--- src/rtl/ex_muldiv_pkg.sv ---
// Shared definitions for the EX-stage multiply/divide unit: op encodings,
// FSM state encoding and counter sizing.
package ex_muldiv_pkg;

  localparam int MD_WIDTH_DEF = 32;

  typedef enum logic [2:0] {
    MD_MULT  = 3'd0,
    MD_MULTU = 3'd1,
    MD_DIV   = 3'd2,
    MD_DIVU  = 3'd3,
    MD_MADD  = 3'd4,
    MD_MADDU = 3'd5,
    MD_MSUB  = 3'd6,
    MD_MSUBU = 3'd7
  } md_op_e;

  typedef enum logic [1:0] {
    ST_IDLE = 2'd0,
    ST_CALC = 2'd1,
    ST_FIX  = 2'd2,
    ST_DONE = 2'd3
  } md_state_e;

  // Iteration counter width; floor of 1 keeps tiny widths from collapsing to 0 bits.
  function automatic int md_cnt_bits(input int width);
    return (width > 2) ? $clog2(width) : 1;
  endfunction

  localparam int MD_CNT_W = md_cnt_bits(MD_WIDTH_DEF);

  function automatic logic md_is_div(input logic [2:0] op);
    return (op == MD_DIV) || (op == MD_DIVU);
  endfunction

  // Even encodings (MULT, DIV, MADD, MSUB) are the signed variants.
  function automatic logic md_is_signed(input logic [2:0] op);
    return ~op[0];
  endfunction

endpackage

--- src/rtl/ex_div_step.sv ---
// One restoring-division step: shift in the next dividend bit, subtract the
// divisor when it fits, and report the resulting quotient bit.
module ex_div_step
  #(parameter int WIDTH = 32)
  (
    input  logic [WIDTH-1:0] rem,
    input  logic [WIDTH-1:0] divisor,
    input  logic             dbit,
    output logic [WIDTH-1:0] rem_next,
    output logic             qbit
  );

  logic [WIDTH:0] partial;

  assign partial = {rem, dbit};
  assign qbit    = (partial >= {1'b0, divisor});

  // rem < divisor on entry, so partial - divisor always fits in WIDTH bits.
  assign rem_next = qbit ? (partial[WIDTH-1:0] - divisor) : partial[WIDTH-1:0];

endmodule

--- src/rtl/ex_muldiv.sv ---
// Iterative multiply/divide unit for EX with HI/LO result and done pulse.
// Accumulating ops (MADD/MSUB family) exist only when EX_MULDIV_ACC_EN is defined.
module ex_muldiv
  import ex_muldiv_pkg::*;
  #(parameter int WIDTH = 32)
  (
    input  logic             clk,
    input  logic             rst,
    input  logic             start,
    input  logic [2:0]       op,
    input  logic [WIDTH-1:0] opa,
    input  logic [WIDTH-1:0] opb,
    input  logic [WIDTH-1:0] acc_hi,
    input  logic [WIDTH-1:0] acc_lo,
    input  logic             annul,
    output logic             busy,
    output logic             done,
    output logic [WIDTH-1:0] hi_out,
    output logic [WIDTH-1:0] lo_out,
    output logic             div_by_zero,
    output logic [1:0]       state_dbg
  );

  localparam int              CNT_W    = md_cnt_bits(WIDTH);
  localparam logic [CNT_W-1:0] CNT_LAST = CNT_W'(WIDTH - 1);

  md_state_e          state;
  logic [CNT_W-1:0]   cnt;
  logic [2:0]         op_q;
  // Multiply: {partial high, multiplier shifting out}. Divide: {remainder, dividend/quotient}.
  logic [2*WIDTH-1:0] prod;
  logic [WIDTH-1:0]   opnd;
  logic               res_neg;
  logic               rem_neg;
  logic               dz;

  logic               op_legal;
  logic               op_div;
  logic               op_signed;
  logic [WIDTH-1:0]   a_mag;
  logic [WIDTH-1:0]   b_mag;

  logic [WIDTH-1:0]   mul_add;
  logic [WIDTH:0]     mul_sum;
  logic [2*WIDTH-1:0] mul_next;
  logic [WIDTH-1:0]   step_rem;
  logic               step_q;
  logic [2*WIDTH-1:0] div_next;

  logic [2*WIDTH-1:0] mul_res;
  logic [WIDTH-1:0]   quo_fix;
  logic [WIDTH-1:0]   rem_fix;
  logic [2*WIDTH-1:0] fix_res;

`ifdef EX_MULDIV_ACC_EN
  logic [2*WIDTH-1:0] acc_q;
  assign op_legal = 1'b1;
`else
  logic acc_unused;
  assign acc_unused = ^{acc_hi, acc_lo};
  assign op_legal   = ~op[2];
`endif

  assign op_div    = md_is_div(op);
  assign op_signed = md_is_signed(op);
  assign a_mag     = (op_signed && opa[WIDTH-1]) ? -opa : opa;
  assign b_mag     = (op_signed && opb[WIDTH-1]) ? -opb : opb;
  assign state_dbg = state;

  // Shift-add multiply step: conditionally add multiplicand, then shift right.
  assign mul_add  = prod[0] ? opnd : '0;
  assign mul_sum  = {1'b0, prod[2*WIDTH-1:WIDTH]} + {1'b0, mul_add};
  assign mul_next = {mul_sum, prod[WIDTH-1:1]};

  ex_div_step #(.WIDTH(WIDTH)) u_div_step (
    .rem      (prod[2*WIDTH-1:WIDTH]),
    .divisor  (opnd),
    .dbit     (prod[WIDTH-1]),
    .rem_next (step_rem),
    .qbit     (step_q)
  );

  assign div_next = {step_rem, prod[WIDTH-2:0], step_q};

  always_comb begin
    mul_res = res_neg ? -prod : prod;
    quo_fix = res_neg ? -prod[WIDTH-1:0] : prod[WIDTH-1:0];
    rem_fix = rem_neg ? -prod[2*WIDTH-1:WIDTH] : prod[2*WIDTH-1:WIDTH];
    fix_res = mul_res;
    if (dz) begin
      fix_res = prod;
    end else if (md_is_div(op_q)) begin
      fix_res = {rem_fix, quo_fix};
`ifdef EX_MULDIV_ACC_EN
    end else if (op_q[2]) begin
      fix_res = op_q[1] ? (acc_q - mul_res) : (acc_q + mul_res);
`endif
    end
  end

  always_ff @(posedge clk or negedge rst) begin
    if (!rst) begin
      state       <= ST_IDLE;
      cnt         <= '0;
      op_q        <= '0;
      prod        <= '0;
      opnd        <= '0;
      res_neg     <= 1'b0;
      rem_neg     <= 1'b0;
      dz          <= 1'b0;
      busy        <= 1'b0;
      done        <= 1'b0;
      div_by_zero <= 1'b0;
      hi_out      <= '0;
      lo_out      <= '0;
`ifdef EX_MULDIV_ACC_EN
      acc_q       <= '0;
`endif
    end else if (annul) begin
      state       <= ST_IDLE;
      cnt         <= '0;
      busy        <= 1'b0;
      done        <= 1'b0;
      div_by_zero <= 1'b0;
    end else begin
      case (state)
        ST_IDLE: begin
          done        <= 1'b0;
          div_by_zero <= 1'b0;
          if (start && op_legal) begin
            op_q    <= op;
            cnt     <= '0;
            busy    <= 1'b1;
            res_neg <= op_signed & (opa[WIDTH-1] ^ opb[WIDTH-1]);
            rem_neg <= op_signed & opa[WIDTH-1];
`ifdef EX_MULDIV_ACC_EN
            acc_q   <= {acc_hi, acc_lo};
`endif
            if (op_div) begin
              opnd <= b_mag;
              if (opb == '0) begin
                // Divide by zero skips iteration; FIX passes prod through as {opa, ones}.
                dz    <= 1'b1;
                prod  <= {opa, {WIDTH{1'b1}}};
                state <= ST_FIX;
              end else begin
                dz    <= 1'b0;
                prod  <= {{WIDTH{1'b0}}, a_mag};
                state <= ST_CALC;
              end
            end else begin
              dz    <= 1'b0;
              opnd  <= a_mag;
              prod  <= {{WIDTH{1'b0}}, b_mag};
              state <= ST_CALC;
            end
          end
        end
        ST_CALC: begin
          prod <= md_is_div(op_q) ? div_next : mul_next;
          if (cnt == CNT_LAST) begin
            cnt   <= '0;
            state <= ST_FIX;
          end else begin
            cnt <= cnt + CNT_W'(1);
          end
        end
        ST_FIX: begin
          hi_out      <= fix_res[2*WIDTH-1:WIDTH];
          lo_out      <= fix_res[WIDTH-1:0];
          div_by_zero <= dz;
          done        <= 1'b1;
          busy        <= 1'b0;
          state       <= ST_DONE;
        end
        ST_DONE: begin
          done        <= 1'b0;
          div_by_zero <= 1'b0;
          state       <= ST_IDLE;
        end
        default: state <= ST_IDLE;
      endcase
    end
  end

endmodule

--- config.mk ---
export PLATFORM = sky130hd
export DESIGN_NAME = ex_muldiv
export DESIGN_NICKNAME = d
export VERILOG_FILES = /design/src/rtl/ex_muldiv_pkg.sv /design/src/rtl/ex_div_step.sv /design/src/rtl/ex_muldiv.sv
export SDC_FILE = /design/constraint.sdc
export NUM_CORES = 1
export LEC_CHECK = 0
export ABC_AREA = 1
export CELL_PAD_IN_SITES_DETAIL_PLACEMENT = 1
export CELL_PAD_IN_SITES_GLOBAL_PLACEMENT = 2
export CORE_AREA = 10 10 273 275
export CTS_CLUSTER_DIAMETER = 80
export DETAILED_ROUTE_END_ITERATION = 12
export DIE_AREA = 0 0 283 285
export PLACE_DENSITY_LB_ADDON = 0.1
export REMOVE_ABC_BUFFERS = 1
export SETUP_SLACK_MARGIN = 0.02
export SLEW_MARGIN = 30
export SYNTH_ARGS = -nofsm -noshare
export SYNTH_HDL_FRONTEND = slang
export SYNTH_SLANG_ARGS = --single-unit
export TNS_END_PERCENT = 1
--- constraint.sdc ---
create_clock -name clk -period 3.5 [get_ports clk]
set_input_delay 0.7 -clock clk [delete_from_list [all_inputs] [get_ports clk]]
set_output_delay 0.7 -clock clk [all_outputs]
set_load 0.02 [all_outputs]
After elaboration in Yosys (flattened, before gate mapping). Cells that the tools add are included.

Register bits: 176. Input port bits: 135. Output and inout bits: 69.

Add/subtract/negate cells: 8. Order comparisons: 1. Equal/unequal tests: 11. Mux-type cells: 34. Bitwise logic cells: 6. Reduce and logical (&&, ||, !) cells: 18.

Operators by type and width (number): 64-bit 2-to-1 mux (7); 32-bit 2-to-1 mux (7); 32-bit negator (4); 64-bit case mux with 2 select lines (1); 64-bit negator (1); 32-bit by 32-bit adder with 33-bit output (1); 33-bit by 32-bit >= comparator with 1-bit output (1); 32-bit zero test (1); 32-bit subtractor (1); 5-bit 2-to-1 mux (3); 3-bit by 2-bit == test with 1-bit output, second input constant (4); 2-bit 2-to-1 mux (5); 5-bit case mux with 2 select lines (1); 3-bit nonzero test (3); 2-bit case mux with 4 select lines (1); 2-bit AND reduction (4); 1-bit 2-to-1 mux (6); 3-bit != test, second input constant (2); 1-bit case mux with 2 select lines (3); 3-bit AND reduction (2); 5-bit by 1-bit adder with 5-bit output, second input constant (1); 5-bit == test, second input constant (1); 2-bit == test, second input constant (2); 1-bit logical AND (3); other kinds (9) (13).

Depth between registers and ports, before layout. Gate-level depths: netlist of run 1.

Depth after elaboration: 7. Gate-level depth with buffers: 20. Depth with buffers taken out: 18.

Hierarchy. Synthesis of run 1 repeated with hierarchy kept, for this count alone.

Cells, all modules: 3204. Area total of the unflattened synthesis: 18706.7 um2.

By module, submodules not included: ex_muldiv (instances 1, cells each 2557, area each 15546.2 um2, seq. area each 4379.2 um2); ex_div_step (instances 1, cells each 647, area each 3160.5 um2, seq. area each 0.0 um2).

Worst setup path after synthesis of run 1. Ideal clock, no wire load.

Kind: flip-flop to flip-flop. Start point: reg prod[0]. End point: reg prod[59]. Setup time: 0.117 ns. Arrival: 2.338 ns. Required time: 3.383 ns. Slack: 1.045 ns. Stages on the path, launching flop included: 19. Clock period less this slack: 2.455 ns. Path through: dfrtp_1 buf_6 clkbuf_1 nand2_1 inv_1 ha_1 fa_1 nand2_1 nand2_1 o21ai_0 o21ai_0 nand2_1 nand2_1 nand2_1 nand3b_1 nand3_1 nand3_1 nand2_1 nand2_1.

Word-level cells in the longest chain between the ends: 4.

Ends and longest elaborated chain: from (decl) (RTL line ex_muldiv.sv:31) `logic [2*WIDTH-1:0] prod;`; from (signal assigned) (RTL line ex_muldiv.sv:144) `prod <= {opa, {WIDTH{1'b1}}};`; from (signal assigned) (RTL line ex_muldiv.sv:148) `prod <= {{WIDTH{1'b0}}, a_mag};`; from (signal assigned) (RTL line ex_muldiv.sv:154) `prod <= {{WIDTH{1'b0}}, b_mag};`; 32-bit 2-to-1 mux (RTL line ex_muldiv.sv:71) `assign mul_add = prod[0] ? opnd : '0;`; 32-bit by 32-bit adder with 33-bit output (RTL line ex_muldiv.sv:72) `assign mul_sum = {1'b0, prod[2*WIDTH-1:WIDTH]} + {1'b0, mul_add};`; 64-bit 2-to-1 mux (RTL line ex_muldiv.sv:160) `prod <= md_is_div(op_q) ? div_next : mul_next;`; 64-bit case mux with 2 select lines (RTL line ex_muldiv.sv:126) `case (state)`.

No other way between the ends. A chain may end at the register's enable or synchronous reset.

Worst setup path after layout of run 1.
Start point: reg opnd[15]. End point: reg prod[59].

Word-level cells in the longest chain between the ends: 4.

Ends and longest elaborated chain: from (decl) (RTL line ex_muldiv.sv:32) `logic [WIDTH-1:0] opnd;`; from (signal assigned) (RTL line ex_muldiv.sv:140) `opnd <= b_mag;`; from (signal assigned) (RTL line ex_muldiv.sv:153) `opnd <= a_mag;`; 32-bit 2-to-1 mux, or another cell as far along (RTL line ex_muldiv.sv:71); 32-bit by 32-bit adder with 33-bit output / 32-bit 2-to-1 mux (equally long branches) (RTL line ex_muldiv.sv:72, ex_div_step.sv:19); 64-bit 2-to-1 mux * (RTL line ex_muldiv.sv:160); 64-bit case mux with 2 select lines * (RTL line ex_muldiv.sv:126); to (signal assigned) (RTL line ex_muldiv.sv:144); to (signal assigned) (RTL line ex_muldiv.sv:154); to (signal assigned) (RTL line ex_muldiv.sv:160).

Every way passes the cells marked *; elsewhere a longest branch is shown, timed or not.

==> results summary, run 1 <==
The flow ran to the end, and the final reports show no timing, DRC or antenna violations. After clock tree synthesis, the clock-pin slew on the worst setup and hold paths is 0.12 ns. The routed wirelength normalized by instance count is 22.5 µm.

The slowest stage of the critical path is the dfrtp_1 cell. The mean cell area of the mapped netlist is 5.84 µm². The combinational group share of total power is 0.746. Entering global routing, the biggest net connects 98 pins. The iteration count of the initial detailed-routing pass came out at 5. The initial DRC count is 1,296. The shortest period the worst path allows came out at 3.09 ns.

The post-synthesis cell area came out at 0.0185 mm². The global-route total usage across every layer came out at 0.233. The kind of cell adding the most delay to the critical path is simple AND/OR/NAND/NOR gates. The detail route stage leaves a number of antenna-violating nets equal to 0.

Leaving out fill and tap cells, the most frequent cells in the layout are nand2_1, inv_1, nor2_1, nand3_1, o21ai_0. The post-layout net count came out at 3,533. For this configuration, the core starts out at a cell density of 0.267. The final clock period utilization by the worst path is 0.883. The total clock sinks came out at 175.

The fraction of final layout cells with drive strength greater than 1 came out at 0.0626. The transition time at the pin with the least slew margin is 0.893 ns. The number of diodes came out at 0. Of the total power, the share spent switching nets is 0.598. The maximum cell stage delay along the critical path is 0.44 ns. The area of the placeable core came out at 0.0693 mm². The total count of hold-check failures in the final report came to 0. The count of port buffers added during placement came out at 139.

The number of synthesized flops with an enable pin is 0. The proportion of synthesized chip area in sequential cells came out at 0.237. The maximum fanout encountered on the critical timing path is 15. Max-cap violations in this run came to 0. After layout, the worst setup slack is 0.409 ns. Measured along the x axis, the die boundary spans 283 µm.

The number of buffers and inverters on the critical path is 3. The accumulated negative setup slack came out at 0 ns. The root buffer cell chosen for the clock tree is clkbuf_16. Dividing the detail-routed via count by the number of cells gives 5.05. The worst setup path is captured at a register. The deepest clock path buffer count came out at 2. In this run the register-to-register setup slack is 0.41 ns. Once the clock tree was built, the setup fixing pass inserted 0 buffers. STA classifies the critical path startpoint as a register. The quantity of hold-fixing buffers added after cts came out at 0. The share of power burned in the clock network came out at 0.092. The leftover overflow at the end of global routing is 0. In this run the worst hold path is classified as in2async. Prior to clock tree synthesis, the placed netlist has a worst setup slack of 0.131 ns. The detailed-route DRC error count is 0.

For this run, the top clock speed supported by timing is 324 MHz. The total leakage power came out at 11.1 nW. The register bit total from synthesis is 175. Yosys attributes the largest share of cell area to dfrtp_1, nand2_1, nand3_1.

The number of global-route vias before repair came out at 22.1k. Measured in cells, the most critical reg-to-reg path has a length of 17. Headroom to the max-slew limit came out at 0.405.

The number of antenna violations at the first check in global routing came to 1. The share of total power dissipated in sequential elements is 0.162. The proportion of netlist area held by the largest area contributor is 0.237. The CTS H-tree depth came out at 4. The count of vias placed by the detailed router came out at 21.6k. The destination of the worst register-to-register timing path is prod[59]$_DFFE_PN0P_. By instance count, the cell type seen most on the critical path is nand2_1. The first global-routing pass estimated 143 mm of wire. Summed over all nets, the switching power comes to 14.4 mW. The signal on the critical path passes through inv_1 > ha_1 > nand2_1 > nor2_1 > nand2_1 > nor2_2 > nand2_1 > nand2_1 > nor2_1 > nand2_2 > buf_4 > buf_4 > nand3_1 > nand2_1 > nand3_1 > nand2_1 > nand2_1.

The final routed wirelength across all metal layers came out at 96.2 mm. The final-report max-slew violation count came out at 0. The setup path with the least slack is of type reg2reg. Setup repair after global routing left no endpoint under its margin. The areal power density over the cells is 1090 mW/mm².

The launch point of the worst reg-to-reg path is opnd[15]$_DFFE_PN0P_. The synthesis-to-layout area growth is 19.7%. The number of top-level pins came out at 204. The number of standard cells after synthesis came out at 3,165. The number of instances resized during post-cts repair is 0. The placer congestion estimate came out at 0.934.

After synthesis, the share of flip-flops with an asynchronous set or reset is 1.00. The endpoint required time on the critical path came out at 3.90 ns. Leaving out fill and tap cells, the most frequent cell in the layout is nand2_1. Data on the critical path arrives at its endpoint at 3.49 ns. The clock buffer count from CTS came out at 17. The synthesis warning total came out at 0.

The internal portion of the total power is 9.66 mW. The floorplan die height came out at 285 µm. VDD sags by at most 0.413 mV.

The number of distinct standard cells referenced by the synthesized netlist is 49. The HPWL reported at the end of detailed placement is 79.9 mm. The area enclosed by the die boundary came out at 0.0807 mm². For this run, the leading register cell type out of synthesis is dfrtp_1. The insertion delay to the later sink of the worst-skew pair came out at 0.53 ns.

Setup violations remaining at the end of the flow were counted as 0. TritonCTS built the clock tree. The count of standard-cell rows came out at 97. Clock skew on the completed layout was measured at 0.0381 ns. The dominant cell type by area after synthesis is dfrtp_1.
-- power groups by stage --
stage	Clock [mW]	Sequential (mW)	Combinational (mW)
finish	2.22	3.89	17.9
global route	2.36	4.01	19.9
CTS	2.30	3.87	17.9
detailed placement	0	3.91	17.8
global placement	0	3.89	17.6
floorplan	0	4.24	10.2
-- state kept, by name, indices dropped and copies added, names as in the netlist, 2 cells and up --
name and flops:
prod 64, hi_out 32, lo_out 32, opnd 32
cnt 5, op_q 2, state_dbg 2
-- routing by layer --
metal | routed length [µm] | GRT usage | part of all wire | vias up
met5 | 0 | 0 | 0 | -
met3 | 3530 | 0.0254 | 0.037 | 54
met1 | 46600 | 0.324 | 0.48 | 10600
li1 | - | - | - | 10500
met4 | 1460 | 0.0451 | 0.015 | 0
met2 | 44600 | 0.387 | 0.46 | 400
-- through the flow --
step | total power, mW | instances | util | instance area (µm²) | hold slack, ns
floorplan | 14.4 | 3057 | - | 18000 | 0.404
global placement | 21.5 | 4244 | 0.310 | 21500 | 0.463
detailed placement | 21.8 | 4244 | 0.310 | 21500 | 0.466
CTS | 24.1 | 4276 | 0.319 | 22100 | 0.187
global route | 26.3 | 4276 | 0.319 | 22100 | 0.216
finish | 24.1 | 4276 | 0.319 | 22100 | 0.180
-- kinds of logic (layout without fill, tap and decap cells) --
group                      count (synthesis)  in the layout  synth area share
adders and majority gates                 75             75            0.0516
buffers and inverters                    549            720             0.118
AOI/OAI and AO/OA                        465            465             0.139
xor gates and xnor gates                  83             83            0.0393
and+or+nand+nor                         1818           1818             0.415
DFF                                      175            175             0.237
-- cells in the mapped netlist, types with 2 or more instances --
cell,number
a21boi_0,2
a21o_1,5
a21oi_1,158
a21oi_2,8
a22oi_1,4
a31oi_1,25
and2_1,3
buf_1,6
buf_2,12
buf_4,8
buf_6,6
buf_8,2
clkbuf_1,74
clkinv_1,2
dfrtp_1,175
fa_1,2
ha_1,73
inv_1,434
inv_2,4
nand2_1,949
nand2_2,7
nand3_1,335
nand3_2,4
nand3b_1,12
nand4_1,53
nor2_1,382
nor2_2,10
nor2_4,2
nor3_1,29
nor3_2,2
nor3b_1,2
nor4_1,8
o211ai_1,32
o21a_1,3
o21ai_0,191
o21ai_1,4
o21bai_1,14
o22ai_1,15
o31ai_1,3
or2_2,15
xnor2_1,8
xor2_1,75
-- final cells by class --
cell class / instances / area (µm²)
clock buffers: 17 / 425
fillers: 9045 / 47200
inverters: 441 / 1660
clock inverters: 15 / 223
flip-flops and latches: 175 / 4380
multi-input cells: 2441 / 12000
repair buffers: 247 / 2310
well taps: 940 / 1180
-- worst max path at each step --
stage	depth (start not counted)	startpoint	slack [ns]	to
4_1_cts	16	prod[0]$_DFFE_PN0P_	0.29	prod[56]$_DFFE_PN0P_
3_3_place_gp	14	opb[0]	0.16	prod[55]$_DFFE_PN0P_
5_1_grt	16	prod[0]$_DFFE_PN0P_	0.14	prod[56]$_DFFE_PN0P_
6_report	17	opnd[15]$_DFFE_PN0P_	0.41	prod[59]$_DFFE_PN0P_
2_1_floorplan	7	state_dbg[1]$_DFFE_PN0P_	-2.99	prod[32]$_DFFE_PN0P_
3_5_place_dp	14	opb[0]	0.13	prod[55]$_DFFE_PN0P_
Note: power is estimated with default switching activity, not from simulation.
==> run 2: changes to the inputs <==
--- a/config.mk
+++ b/config.mk
@@ -12,6 +12,7 @@
 export CTS_CLUSTER_DIAMETER = 80
 export DETAILED_ROUTE_END_ITERATION = 12
 export DIE_AREA = 0 0 283 285
+export MAX_ROUTING_LAYER = met4
 export PLACE_DENSITY_LB_ADDON = 0.1
 export REMOVE_ABC_BUFFERS = 1
 export SETUP_SLACK_MARGIN = 0.02
==> constraint.sdc (replaced) <==
create_clock -name clk -period 3.9 [get_ports clk]
set_input_delay 0.78 -clock clk [delete_from_list [all_inputs] [get_ports clk]]
set_output_delay 0.78 -clock clk [all_outputs]
set_load 0.02 [all_outputs]
==> run 2 against run 1 <==
Effect of this change:
- first-iteration DRC count grew 0.77%
- critical path depth is the same
- design area shrank 0.62%
- combinational power shrank 10%
- critical endpoint is now prod[49]$_DFFE_PN0P_
- clock power shrank 16%
- power shrank 11%
- routed wire length grew 1.5%
==> results summary, run 2 (same netlist as run 1, synthesis figures left out) <==
The register with the most flip-flops in the layout has 64 of them. The critical path is of the reg2reg type. The transition time at the pin with the least slew margin is 0.874 ns. The synthesis-to-layout area growth is 19.0%.

The routed layout has 21.5k vias. The final core area utilization is 0.317. The clock-pin slew of the registers on the worst-case setup and hold paths is 0.08 ns. Across the routed clock network, the largest skew measured is 0.0233 ns. The worst register-to-register path has a depth of 17. The count of port buffers added during placement is 139. The library cell used most frequently in the layout, excluding fill and tap cells, is nand2_1. The quantity of hold-fixing buffers added after cts is 0. The startpoint identified for the worst register-to-register timing path is prod[38]$_DFFE_PN0P_.

No sink is reached through more buffers than the 2 on the longest clock path. STA classifies the critical path endpoint as a register. The die is 285 µm tall. The total count of hold-check failures in the final report came to 0. The post-CTS setup-driven buffer insertion count came out at 0.

Setup violations remaining at the end of the flow were counted as 0. The number of instances resized during post-cts repair came out at 0. The HPWL reported at the end of detailed placement is 81.3 mm. The cell internal power dissipation is 8.64 mW. The maximum cell stage delay along the critical path came out at 0.53 ns. The share of total power dissipated in combinational logic is 0.750. On the final layout, the worst hold slack is 0.333 ns.

The top cell types in the final layout, fill and taps aside, are nand2_1, inv_1, nor2_1, nand3_1, o21ai_0. The fraction of final layout cells with drive strength greater than 1 is 0.0578. The fraction of power spent switching nets came out at 0.598. The sequential cells in the finished layout cover a total of 0.00438 mm². The sum of buffers and inverters on the critical path is 4. The floorplan has 97 rows. The maximum fanout encountered on the critical timing path is 25. The via-per-instance ratio is 5.04.

The proportion of power drawn by flip-flops and latches is 0.163. The initial cell density of the core is 0.267. The endpoint required time on the critical path is 4.33 ns. In the final design database the tool counted 3,517 nets.

The kind of cell with the highest combined delay along the critical path is simple AND/OR/NAND/NOR gates. The insertion delay to the later sink of the worst-skew pair is 0.51 ns. The final clock period utilization by the worst path came out at 0.860.

The congestion estimate from routability-driven global placement came to 0.974. The CTS H-tree depth is 4. Counting stages on the worst path, the most repeated cell is nand2_1. The first global-routing pass estimated 144 mm of wire.

The kind of start point of the critical path is a register. The class of the tightest hold or removal check is in2async. The worst vdd rail ir drop came out at 0.369 mV. The die covers 0.0807 mm². The final layout contains routed wiring with a total length of 97.6 mm. The shortest period the worst path allows is 3.35 ns. The highest achievable clock rate came out at 298 MHz. The arrival time of data at the critical path endpoint is 3.78 ns.

TritonCTS created 17 clock buffers. The share of power burned in the clock network came out at 0.087. The area of the placeable core came out at 0.0693 mm².

Setup slack on the worst reg-to-reg path comes out at 0.55 ns. The number of top-level pins came out at 204. The signal on the critical path passes through ha_1 > nand2_2 > inv_1 > nand2_1 > nand2_1 > inv_1 > nand3_2 > nand2_1 > nand2_2 > nand2_2 > nand2_2 > buf_12 > inv_1 > nand2_1 > nand3_1 > nand2_1 > a21oi_2. The total leakage power came out at 11.0 nW. The total clock sinks came out at 175. The register bank with the most flops is prod. The number of antenna violations at the first check in global routing was 3. The routed wirelength normalized by instance count came out at 22.9 µm.

The iteration count of the initial detailed-routing pass is 5. The overall die width is 283 µm. The CTS tree is done.

The pin count of the biggest net entering global routing is 89. The multi-input gate area in the final layout is 0.0120 mm². The final-report max-slew violation count was 0. The net load switching power came out at 12.9 mW.

The slowest stage of the critical path belongs to the cell dfrtp_1. The initial DRC count came out at 1,306. The number of inserted filler cells in the final layout is 9,005. Power spread over the standard cell area amounts to 977 mW/mm². The destination of the worst register-to-register timing path is prod[49]$_DFFE_PN0P_. The number of global-route vias before repair was 22.0k. The remaining number of nets flagged by the antenna check after routing is 0. The leftover overflow at the end of global routing came out at 0.

The relative max-transition margin came out at 0.417. The run finished with clean final reports. The global-route total usage across every layer is 0.243. Setup repair after global routing left no endpoint under its margin. For this run, design rule violations remaining after detail routing come to 0. The number of maximum-capacitance constraint violations is 0. The root buffer selected by CTS is clkbuf_16.
-- run 2: area by class of cell --
type / instances / share of cell area
sequential: 175 / 0.199
clock buffer: 17 / 0.0193
inverter: 441 / 0.0754
multi-input combinational: 2441 / 0.544
antenna: 1 / 0.000114
tap: 940 / 0.0535
timing repair buffer: 231 / 0.101
clock inverter: 15 / 0.00819
-- run 2: worst max-delay path by stage --
stage | cells after the start | end | start
after floorplan | 7 | prod[32]$_DFFE_PN0P_ | state_dbg[1]$_DFFE_PN0P_
after global placement | 11 | prod[21]$_DFFE_PN0P_ | opb[0]
after detailed placement | 11 | prod[21]$_DFFE_PN0P_ | opb[0]
after CTS | 17 | prod[49]$_DFFE_PN0P_ | prod[38]$_DFFE_PN0P_
after global routing | 17 | prod[38]$_DFFE_PN0P_ | prod[38]$_DFFE_PN0P_
final | 17 | prod[49]$_DFFE_PN0P_ | prod[38]$_DFFE_PN0P_
-- run 2: power groups by stage --
stage	Clock, mW	Sequential [mW]	Combinational [mW]
after floorplan	0	3.80	9.14
after global placement	0	3.50	15.9
after detailed placement	0	3.52	16.1
after CTS	1.94	3.49	16.1
after global routing	1.99	3.62	17.9
final	1.87	3.50	16.1
-- run 2: per-stage QoR --
| stage | instances | TNS (ns) | setup WS, ns | total power [mW] | cell area (µm²) |
|---|---|---|---|---|---|
| finish | 4261 | 0 | 0.545 | 21.5 | 22000 |
| detailed placement | 4227 | 0 | 0.378 | 19.6 | 21400 |
| floorplan | 3057 | -155.99 | -2.59 | 12.9 | 18000 |
| global placement | 4227 | 0 | 0.432 | 19.4 | 21400 |
| global route | 4260 | 0 | 0.383 | 23.5 | 22000 |
| CTS | 4259 | 0 | 0.572 | 21.6 | 22000 |
-- run 2: layer usage --
layer,track usage,up-vias,share of wire
met5,-,-,0
met4,0.0626,0,0.022
met3,0.0262,68,0.034
met2,0.385,375,0.46
met1,0.326,10600,0.49
li1,-,10500,-
==> run 3: changes to the inputs <==
--- a/config.mk
+++ b/config.mk
@@ -6,14 +6,15 @@
 export NUM_CORES = 1
 export LEC_CHECK = 0
 export ABC_AREA = 1
-export CELL_PAD_IN_SITES_DETAIL_PLACEMENT = 1
+export CAP_MARGIN = 5
+export CELL_PAD_IN_SITES_DETAIL_PLACEMENT = 0
 export CELL_PAD_IN_SITES_GLOBAL_PLACEMENT = 2
 export CORE_AREA = 10 10 273 275
 export CTS_CLUSTER_DIAMETER = 80
 export DETAILED_ROUTE_END_ITERATION = 12
 export DIE_AREA = 0 0 283 285
 export MAX_ROUTING_LAYER = met4
-export PLACE_DENSITY_LB_ADDON = 0.1
+export PLACE_DENSITY = 0.83
 export REMOVE_ABC_BUFFERS = 1
 export SETUP_SLACK_MARGIN = 0.02
 export SLEW_MARGIN = 30
==> run 3 against run 2 <==
Effect of this change:
- clock skew is essentially flat
- power decreased by 2.2%
- critical path type unchanged
- clock power increased by 3%
- sequential cell count stayed put
- critical path depth down 3
- core utilization decreased by 0.19 points
- combinational power shrank 4%
- worst hold slack worse by 0.18 ns
- final cell count decreased by 0.38%
==> results summary, run 3 (same netlist as run 1, synthesis figures left out) <==
After legalization and detailed placement, the total HPWL measured 71.6 mm. In the final timing run, aggregate negative setup slack is 0 ns. The detailed-route DRC error count is 0. The net count of the finished layout is 3,502. The initial DRC count came out at 1,691.

The wire length of the first global-routing pass came out at 129 mm. The number of cell instances on the worst register-to-register path came out at 14. The tree built by TritonCTS fans out to 175 sinks. The critical path's most frequent cell is nand2_1. The insertion delay to the later sink of the worst-skew pair is 0.52 ns. The number of antenna violations at the first check in global routing came to 0. Buffers placed on the I/O ports in this run total 139.

The layout has 7,862 filler cells. The initial cell density of the core is 0.267. In the layout the commonest cells are nand2_1, inv_1, nor2_1, nand3_1, o21ai_0. The post-placement cell area came out at 0.0212 mm². Once the clock tree was built, the resizer swapped 0 gates to a different size. The total leakage power came out at 11.0 nW. Of the cells placed in the final design, the portion with a size suffix greater than 1 is 0.0536. Based on the critical path, the design can be clocked at up to 293 MHz.

Relative to the synthesized area, the layout overhead comes to 18.3%. In the global route stage, overall resource usage came out at 0.216. The floorplan die height came out at 285 µm. Of the total power, the share spent switching nets is 0.596. The tightest hold path in the finished design has a slack of 0.155 ns. The CTS tree is done.

The endpoint required time on the critical path came out at 4.33 ns. The number of maximum-capacitance constraint violations is 0. After detailed routing, the average wire length per cell comes to 20.5 µm. The finished cells cover 0.0219 mm².

The root buffer selected by CTS is clkbuf_16. The combinational group share of total power is 0.738. The iteration count of the initial detailed-routing pass came out at 6.

In this run the critical register-to-register path is launched from prod[0]$_DFFE_PN0P_. The quantity of hold-fixing buffers added after cts came out at 0. The worst vdd rail ir drop came out at 0.457 mV. The register bank with the most flops is prod. The number of endpoints failing setup at the final stage is 0.

The placer congestion estimate is 0.950. The clock-pin slew of the registers on the worst-case setup and hold paths came out at 0.09 ns. The cell internal power dissipation came out at 8.50 mW.

In this design, the stage delay of the slowest critical-path cell is 0.70 ns. The pin count of the biggest net entering global routing came out at 80. Using the TritonRoute via totals, the vias-per-cell ratio works out to 4.93. The library cell used most frequently in the layout, excluding fill and tap cells, is nand2_1. In the finished design, the share of the clock period the worst path needs comes to 0.874. The sum of internal, switching and leakage power is 21.0 mW. The areal power density over the cells is 961 mW/mm². The flow ran to the end, and the final reports show no timing, DRC or antenna violations.

The shortest period the worst path allows came out at 3.41 ns. The remaining number of nets flagged by the antenna check after routing is 0. The net load switching power came out at 12.5 mW. The number of diodes came out at 0. Among all stages on the critical path, the largest delay is contributed by dfrtp_1. The share of power burned in the clock network came out at 0.092.

The CTS H-tree depth is 4. The sum of buffers and inverters on the critical path is 3. The internal reg-to-reg setup slack came out at 0.49 ns. The arrival time of data at the critical path endpoint came out at 3.84 ns.

The final instance count without filler cells came out at 4,245. The number of flip-flops under the largest register name came out at 64. The count of standard-cell rows came out at 97.

In this run the critical register-to-register path is captured at prod[63]$_DFFE_PN0P_. Measured along the x axis, the die boundary spans 283 µm. In this run the post-CTS setup repair buffer count came out at 0.

The kind of cell adding the most delay to the critical path is simple AND/OR/NAND/NOR gates. The leftover overflow at the end of global routing is 0. The number of placed cells counting well taps came out at 4,213. The clock buffer count from CTS came out at 17. The relative max-transition margin is 0.400. The proportion of power drawn by flip-flops and latches came out at 0.170. The area of the placeable core came out at 0.0693 mm². Traced cell by cell, the critical path runs through buf_4 > nand2_1 > inv_1 > ha_1 > nand4_1 > o21ai_0 > nand2_1 > nand3_1 > nand2_1 > nand2_1 > nand2_1 > inv_1 > nand2_1 > a21oi_1. The area enclosed by the die boundary is 0.0807 mm². The worst hold path belongs to the class in2async. Summing over every cut layer, the via total after detailed routing is 20.9k. The clock skew after layout is 0.0229 ns. The final-report max-slew violation count is 0. Setup repair after global routing left no endpoint under its margin. The total count of hold-check failures in the final report is 0.

Wires add up to 87.0 mm. The maximum fanout encountered on the critical timing path is 23. The transition time at the pin with the least slew margin is 0.900 ns. The deepest clock path buffer count came out at 2. The path type of the worst setup path is reg2reg.

The number of global-route vias before repair was 19.8k. The number of top-level pins is 204. STA classifies the critical path startpoint as a register.

The sort of element at the end of the critical path is a register.
[run 3: cell count changes in the layout (fill, tap and decap cells not counted), moves of 2 or more]
cell / delta
buf_12: -5
inv_6: -2
clkinv_8: +3
inv_12: +3
buf_4: -10
inv_8: -2
[run 3: metrics by stage]
| step | worst slack (ns) | utilization |
|---|---|---|
| global placement | 0.425 | 0.306 |
| floorplan | -2.59 | - |
| global route | 0.340 | 0.315 |
| finish | 0.491 | 0.315 |
| CTS | 0.574 | 0.315 |
| detailed placement | 0.397 | 0.306 |
[run 3: metal layers]
metal  share of wire  global-route usage  up-vias
met4           0.026              0.0634        0
li1                -                   -    10400
met1            0.47               0.291     9788
met3           0.052              0.0246       82
met5               0                   -        -
met2            0.45               0.336      630
[run 3: worst max path at each step]
stage	startpoint	endpoint	slack, ns	cells after the start
after floorplan	state_dbg[1]$_DFFE_PN0P_	prod[32]$_DFFE_PN0P_	-2.59	7
after global placement	opb[0]	prod[28]$_DFFE_PN0P_	0.43	13
after CTS	prod[0]$_DFFE_PN0P_	prod[55]$_DFFE_PN0P_	0.57	15
final	prod[0]$_DFFE_PN0P_	prod[63]$_DFFE_PN0P_	0.49	14
after detailed placement	opb[0]	prod[28]$_DFFE_PN0P_	0.40	13
after global routing	prod[0]$_DFFE_PN0P_	prod[51]$_DFFE_PN0P_	0.34	13
[run 3: final cells by class]
type | instances | area, µm² | share of cell area
multi-input cells | 2441 | 12000 | 0.547
flip-flops and latches | 175 | 4380 | 0.200
repair buffers | 216 | 2040 | 0.0931
inverters | 441 | 1660 | 0.0758
well taps | 940 | 1180 | 0.0538
clock buffers | 17 | 425 | 0.0195
clock inverters | 15 | 224 | 0.0102
[run 3: power by group through the flow]
stage               clock network (mW)  registers, mW  logic [mW]
CTS                               1.98           3.56        15.4
finish                            1.93           3.58        15.5
detailed placement                   0           3.59        15.4
floorplan                            0           3.80        9.14
global route                      2.03           3.68        17.1
global placement                     0           3.58        15.4
